### src/rtl/step_clock_gen.sv
// ---------------------------------------------------------------------------
// step_clock_gen
//
// Produces the CPU clock for the DE0 LEGv8 board top level from CLOCK_50.
//   * Step mode (run_mode = 0): every debounced press of the active-low step
//     button yields exactly one cpu_clock pulse.
//   * Run mode  (run_mode = 1): a programmable divider yields a free-running
//     cpu_clock.
// A wrapping 16-bit count of cpu_clock rising edges feeds the debug displays.
//
// Each pulse is PULSE_LEN cycles high followed by at least PULSE_LEN cycles
// low. The low time includes the IDLE cycle in which the next event is
// sampled. This lets the fastest run period (2*PULSE_LEN) produce an exact
// high/low square wave.
//
// Ports
//   clock        in   board clock (CLOCK_50)
//   reset        in   synchronous, active-high reset
//   step_btn_n   in   raw step button, active low, asynchronous to clock
//   run_mode     in   1 = run (divided clock), 0 = single step
//   run_speed    in   run period = RUN_DIV >> (2*run_speed), floor 2*PULSE_LEN
//   cpu_clock    out  registered CPU clock
//   tick_pulse   out  one-cycle strobe on the cycle cpu_clock rises
//   tick_count   out  count of cpu_clock rising edges, wraps at 16 bits
//   btn_level    out  debounced button state, 1 = pressed
// ---------------------------------------------------------------------------
module step_clock_gen #(
  parameter int DEBOUNCE_CYCLES = 500000,
  parameter int DB_W            = 20,
  parameter int PULSE_LEN       = 4,
  parameter int RUN_DIV         = 25000000,
  parameter int DIV_W           = 25
) (
  input  logic        clock,
  input  logic        reset,
  input  logic        step_btn_n,
  input  logic        run_mode,
  input  logic [1:0]  run_speed,
  output logic        cpu_clock,
  output logic        tick_pulse,
  output logic [15:0] tick_count,
  output logic        btn_level
);

  localparam int PL_W    = $clog2(PULSE_LEN + 1);
  localparam int GAP_LEN = PULSE_LEN - 1;  // The IDLE cycle supplies the last low cycle.

  localparam logic [DB_W-1:0]  DB_LAST   = DB_W'(DEBOUNCE_CYCLES - 1);
  localparam logic [DIV_W-1:0] DIV_BASE  = DIV_W'(RUN_DIV);
  localparam logic [DIV_W-1:0] DIV_FLOOR = DIV_W'(2 * PULSE_LEN);
  localparam logic [PL_W-1:0]  HIGH_LAST = PL_W'(PULSE_LEN - 1);
  localparam logic [PL_W-1:0]  GAP_LAST  = PL_W'(GAP_LEN - 1);

  typedef enum logic [1:0] {
    IDLE = 2'd0,
    HIGH = 2'd1,
    GAP  = 2'd2
  } state_t;

  // ---------------------------------------------------------------------
  // Button synchroniser
  // ---------------------------------------------------------------------
  logic sync_ff1, sync_ff2;
  logic btn_synced;

  // NOTE: sequential state uses non-blocking assignments, so every flop
  // samples the values from before the edge. Blocking assignments here would
  // let sync_ff2 see the new sync_ff1 and collapse the two stages into one.
  always_ff @(posedge clock) begin
    if (reset) begin
      // Reset to "released" so that the bench or board sees no phantom press.
      sync_ff1 <= 1'b1;
      sync_ff2 <= 1'b1;
    end else begin
      sync_ff1 <= step_btn_n;
      sync_ff2 <= sync_ff1;
    end
  end

  assign btn_synced = ~sync_ff2;

  // ---------------------------------------------------------------------
  // Debounce: btn_level follows btn_synced only after DEBOUNCE_CYCLES of
  // continuous disagreement. Any agreement restarts the count.
  // ---------------------------------------------------------------------
  logic [DB_W-1:0] db_cnt;
  logic            db_accept;
  logic            press_evt;

  assign db_accept = (btn_synced != btn_level) && (db_cnt == DB_LAST);

  always_ff @(posedge clock) begin
    if (reset) begin
      db_cnt    <= '0;
      btn_level <= 1'b0;
    end else if (btn_synced == btn_level) begin
      db_cnt <= '0;
    end else if (db_cnt == DB_LAST) begin
      btn_level <= ~btn_level;
      db_cnt    <= '0;
    end else begin
      db_cnt <= db_cnt + DB_W'(1);
    end
  end

  // A press is the accept cycle of a 0->1 change. Releases never count.
  assign press_evt = ~run_mode & db_accept & ~btn_level;

  // ---------------------------------------------------------------------
  // Run-mode divider
  // ---------------------------------------------------------------------
  logic [DIV_W-1:0] div_cnt;
  logic [DIV_W-1:0] div_shifted;
  logic [DIV_W-1:0] div_period;
  logic [DIV_W-1:0] div_last;
  logic             run_tick;

  assign div_shifted = DIV_BASE >> {run_speed, 1'b0};
  assign div_period  = (div_shifted < DIV_FLOOR) ? DIV_FLOOR : div_shifted;
  assign div_last    = div_period - DIV_W'(1);
  // ">=" makes a count left stranded above a newly shortened period wrap
  // immediately instead of running the counter all the way around.
  assign run_tick    = run_mode & (div_cnt >= div_last);

  always_ff @(posedge clock) begin
    if (reset || !run_mode) begin
      div_cnt <= '0;
    end else if (run_tick) begin
      div_cnt <= '0;
    end else begin
      div_cnt <= div_cnt + DIV_W'(1);
    end
  end

  // ---------------------------------------------------------------------
  // Pulse FSM
  // ---------------------------------------------------------------------
  state_t          state, state_nxt;
  logic [PL_W-1:0] pulse_cnt, pulse_cnt_nxt;
  logic            cpu_clock_nxt;
  logic            tick_pulse_nxt;
  logic [15:0]     tick_count_nxt;
  logic            clk_evt;

  // The two event sources are mutually exclusive because both are gated by
  // run_mode.
  assign clk_evt = press_evt | run_tick;

  always_ff @(posedge clock) begin
    if (reset) begin
      state      <= IDLE;
      pulse_cnt  <= '0;
      cpu_clock  <= 1'b0;
      tick_pulse <= 1'b0;
      tick_count <= '0;
    end else begin
      state      <= state_nxt;
      pulse_cnt  <= pulse_cnt_nxt;
      cpu_clock  <= cpu_clock_nxt;
      tick_pulse <= tick_pulse_nxt;
      tick_count <= tick_count_nxt;
    end
  end

  // NOTE: every signal written here gets a default value first. A path that
  // leaves one unassigned would otherwise infer a latch.
  always_comb begin
    state_nxt      = state;
    pulse_cnt_nxt  = pulse_cnt;
    cpu_clock_nxt  = 1'b0;
    tick_pulse_nxt = 1'b0;
    tick_count_nxt = tick_count;

    case (state)
      IDLE: begin
        if (clk_evt) begin
          state_nxt      = HIGH;
          pulse_cnt_nxt  = '0;
          cpu_clock_nxt  = 1'b1;
          tick_pulse_nxt = 1'b1;
          tick_count_nxt = tick_count + 16'd1;
        end
      end

      HIGH: begin
        // Events arriving here are dropped and not queued.
        if (pulse_cnt == HIGH_LAST) begin
          pulse_cnt_nxt = '0;
          state_nxt     = (GAP_LEN == 0) ? IDLE : GAP;
        end else begin
          pulse_cnt_nxt = pulse_cnt + PL_W'(1);
          cpu_clock_nxt = 1'b1;
        end
      end

      GAP: begin
        if (pulse_cnt == GAP_LAST) begin
          pulse_cnt_nxt = '0;
          state_nxt     = IDLE;
        end else begin
          pulse_cnt_nxt = pulse_cnt + PL_W'(1);
        end
      end

      default: begin
        state_nxt     = IDLE;
        pulse_cnt_nxt = '0;
      end
    endcase
  end

endmodule

### config.mk
export PLATFORM = sky130hd
export DESIGN_NAME = step_clock_gen
export DESIGN_NICKNAME = d
export VERILOG_FILES = /design/src/rtl/step_clock_gen.sv
export SDC_FILE = /design/constraint.sdc
export NUM_CORES = 1
export LEC_CHECK = 0
export CAP_MARGIN = 20
export CORE_UTILIZATION = 50
export DETAILED_ROUTE_END_ITERATION = 12
export PLACE_DENSITY = 0.82
export SYNTH_ARGS = -nofsm -noshare
export SYNTH_HDL_FRONTEND = slang
export SYNTH_SLANG_ARGS = --single-unit
### constraint.sdc
create_clock -name clock -period 3.65 [get_ports clock]
set_clock_uncertainty 0.05 [all_clocks]
set_input_delay 1.095 -clock clock [delete_from_list [all_inputs] [get_ports clock]]
set_output_delay 1.095 -clock clock [all_outputs]
set_load 0.005 [all_outputs]
* Word level (Yosys, flattened, before mapping) *
Index checks and enable logic that the tools add are counted.
Widths: inputs -> output; s select.

storage, ports and cells
  flip-flop bits (word level) = 71
  bits of input ports = 6
  output and inout bits = 19
  word-level logic and storage cells = 59

cells by class
  add/subtract/negate cells = 5
  order comparisons = 2
  equal/unequal tests = 10
  shifts and indexed selects = 1
  mux-type cells = 12
  bitwise operators = 9
  reductions and logical operators = 10

operator list
  operator               count
  $add 25x1->25 const B  1
  $ge 25x25->1           1
  $lt 25x4->1 const B    1
  $mux 25                1
  $shr 25x3->25 const A  1
  $sub 25x1->25 const B  1
  $add 20x1->20 const B  1
  $eq 20x19->1 const B   1
  $add 16x1->16 const B  1
  $mux 3                 3
  $pmux 3 s3             1
  $eq 3x2->1 const B     2
  $mux 2                 3
  $ne 2x2->1 const B     3
  $pmux 2 s3             1
  $not 1->1              5
  $reduce_and 2->1       2
  $reduce_or 2->1        2
  $add 3x1->3 const B    1
  $and 1x1->1            3
  $reduce_and 3->1       1
  $reduce_or 3->1        1
  $eq 2x1->1 const B     1
  $eq 2x2->1 const B     1
  9 further kinds        10

* Longest topological paths before layout *
  word-level depth = 9
  gate-level depth with buffers = 13
  gate-level depth less buffers = 12

* Worst setup path before layout *
OpenSTA, ideal clock, no wires.

  kind = in2reg
  start = in run_speed[1]
  end = reg tick_count[14]
  setup time = 0.071 ns
  data arrival time = 3.597 ns
  required time = 3.529 ns
  slack = -0.068 ns
  stages = 12
  path buffers = 0
  path through = inv_1 -> ha_1 -> inv_1 -> a2111oi_0 -> ha_1 -> nand2_1 -> nor4_2 -> a31oi_1 -> a31oi_4 -> o2111ai_2 -> or4_1 -> a21oi_1

on the way
  cells in the longest elaborated chain, start to end = 8

ends and longest elaborated chain
  what                                   line  source
  start: declaration                     38    input logic [1:0] run_speed,
  $shr 25x3->25 (*)                      118   assign div_shifted = DIV_BASE >> {run_speed, 1'b0};
  $lt 25x4->1                            119   assign div_period = (div_shifted < DIV_FLOOR) ? DIV_FLOOR : div_shifted;
  $mux 25 (*)                            119
  $sub 25x1->25 (*)                      120   assign div_last = div_period - DIV_W'(1);
  $ge 25x25->1 (*)                       123   assign run_tick = run_mode & (div_cnt >= div_last);
  $and 1x1->1 (*)                        123
  $or 1x1->1 (*)                         147   assign clk_evt = press_evt | run_tick;
  $reduce_and 2->1 (no source line) (*)  --
  end signal: assignment                 161   tick_count <= tick_count_nxt;
  end: declaration                       41    output logic [15:0] tick_count,

Every way passes the cells marked *; elsewhere a longest branch is shown, timed or not.
A chain may end at the register's enable or synchronous reset.

* Worst setup path after layout *
  start = in run_speed[1]
  end = reg tick_count[13]

Same word-level chain as after synthesis.

==> metrics.txt <==
Synth cell types a little under 60; maximum number of pins on one net before global-route repair 21; total CTS buffers 9; vias in the first global route 3,346; pins over their slew limit 0; Synth area leaders dfxtp_1, ha_1, xor2_1; final worst slack 0.0526 ns; share of cells above drive strength 1 16.0%; vias 3,381; CP Class in -> reg; # DRC 0; worst min-delay path category reg -> reg; diode count 0; syn_area_per_cell 8.77 sq um; worst r2r src div_cnt[15]; initial core utilization 53.0%; Synth Register Bits 71; pre-CTS WS -0.772 ns; Area growth syn-to-layout 23.2%; Die Ht 90.6 microns; synthesized instance count 448; FF+latch area 0.00142 sq mm; final worst-path cycle share 98.6%; Bufs and invs on worst path 3; P per Cell Area ~320 mW/mm^2; Post-DP HPWL between 5000 and 6000 microns; Synth warnings 0; Hold WS 0.365 ns; ys async rst share 0%; Reg2Reg Depth 9; H-Tree Depth 3; fin crit period roughly 3.6 ns; Congestion Overflow GR 0; initial DRC count 113; Setup crit end kind flip-flop; global-route wire length before repair 14,500 microns; port bufs 24; Critical Path Fanout Max 5; Yosys top cell area share 36.2%; routed len/inst roughly 14 microns; required time of the critical path ~3.9 ns; crit-path max cell delay 0.37 ns; hold worst-path end sync_ff2; crit path cell chain buf_8, clkinvlp_4, ha_4, a2111oi_4, ha_1, nand2_2, nor4_4, nand2b_1, o21ai_4, o2111ai_4, buf_6, or3_1, a21oi_2; Worst Min Path Start sync_ff1; CP Launch Type input pin; number of flops mapped to enable cells by yosys 0; Layout Utilization 65.3%; Max-Slew Margin vs Limit 58.1%; area of the multi-input gates 0.00254 sq mm; post-route ant nets 0; critical path depth 13; Synth area leader dfxtp_1; Clk Latency, worst-skew pair 0.35 ns; Peak Freq between 200 and 300 MHz; synth cell count leaders dfxtp_1, nor2_1, ha_1; Clock Sinks 71; DP Area around 0.0044 sq mm; ys flop type dfxtp_1; Ports 25; TritonCTS clock tree done; cell area after layout 0.00484 sq mm; Crit-path slowest cell or3_1; Slew @ Worst Pin 0.628 ns; WHS Path Cells 1; CTS Buffer Depth 2; final hold vios 0; status complete, no violations; Fillers 590; Peak supply drop around 0.17 mV; max_cap viols 0; # setup viols final 0; Placement Rows 31; post-synthesis sequential area ratio 36.2%; initial antenna violation count 0; Pre-antenna DRT Iters 4; total power between 1.5 and 2 mW; gr usage total between 20% and 30%; crit path DAT 3.84 ns; # nets final 556; Top Family by Delay on Critical Path simple AND/OR/NAND/NOR gates; drt via density between 5 and 6; r2r setup slk 1.02 ns; GP Congestion 0.875; most common cell in the netlist dfxtp_1; core region area 0.00741 sq mm; clk root buf clkbuf_8; reg2reg end tick_count[13]; hold_buf cts 0; leakage 1.84 nW; synthesized cell area 0.00393 sq mm; die area 0.00822 sq mm; Die W ~91 microns; CTS clock-pin slew for the worst setup and hold paths 0.07 ns; Routed WL 8450 microns
[cells in the final DEF, fill, tap and decap left out, types with 3 or more instances in the layout]
cell / n
o21ai_0: 15
and4_1: 3
inv_1: 17
clkbuf_8: 9
xnor2_1: 12
or2_2: 5
buf_4: 29
conb_1: 4
or3_1: 6
xor2_1: 32
nand3_1: 22
o31ai_1: 4
clkdlybuf4s50_1: 22
nor3_1: 3
and3_1: 12
a211oi_1: 3
nand2_1: 34
a21oi_1: 18
or4_1: 3
nor2_1: 63
nand4_1: 16
clkinvlp_4: 3
ha_4: 4
ha_1: 39
o211ai_1: 5
dfxtp_1: 71
buf_6: 3
[power by group]
part	leakage [nW]	internal (mW)	switching, mW
registers	0.573	0.782	0.00777
logic	1.17	0.0607	0.0748
clock network	0.0895	0.316	0.296
total	1.84	1.16	0.378
[worst max path at each step]
stage / start / endpoint / slack (ns)
final: run_speed[1] / tick_count[13] / 0.05
after global routing: run_speed[1] / tick_count[13] / -0.06
after CTS: run_speed[1] / tick_count[14] / 0.007
after detailed placement: run_speed[1] / tick_count[14] / -0.77
after global placement: run_speed[1] / tick_count[15] / -0.65
after floorplan: run_speed[1] / tick_count[14] / 0.005
[flip-flops by register name (all words and copies together), names as in the netlist, 2 cells and up]
signal and count:
db_cnt 20, pulse_cnt 3, tick_count 16, div_cnt 25, state 2
[repair_timing]
item	CTS	global route
buffers inserted	4	2
setup endpoints to repair	47	43
pin swaps	9	12
resized for setup	16	26
[cells by family after synthesis]
| logic type | after synthesis | synth area share, % |
|---|---|---|
| other | 2 | 0.191 |
| buffers and inverters | 29 | 3.22 |
| flip-flops | 71 | 36.2 |
| AO/OA/AOI/OAI | 69 | 12.5 |
| AND/OR/NAND/NOR | 188 | 23.9 |
| adder cells (fa/ha/maj) | 43 | 13.7 |
| XOR/XNOR | 44 | 9.81 |
| multiplexers | 2 | 0.541 |
[metrics by stage]
| step | TNS [ns] | cells |
|---|---|---|
| 6_report | 0 | 611 |
| 5_1_grt | -0.246 | 611 |
| 4_1_cts | 0 | 609 |
| 3_5_place_dp | -29.52 | 589 |
| 3_3_place_gp | -24.14 | 589 |
| 2_1_floorplan | 0 | 450 |
[metal layers]
| layer | vias up | track usage (%) | routed length (microns) |
|---|---|---|---|
| met5 | - | 0 | 0 |
| met4 | 0 | 6.32 | 143 |
| met3 | 15 | 5.89 | 247 |
| met2 | 56 | 38.7 | 4360 |
| met1 | 1610 | 24.9 | 3690 |
| li1 | 1700 | - | - |
[area by class of cell]
cell class | instances | share of cell area, %
Multi-Input combinational cell | 350 | 52.4
Clock inverter | 5 | 1.22
Inverter | 20 | 1.63
Timing Repair Buffer | 55 | 10.1
Tap cell | 99 | 2.56
Clock buffer | 11 | 2.72
Sequential cell | 71 | 29.4
Power figures use the tool's default switching activity.
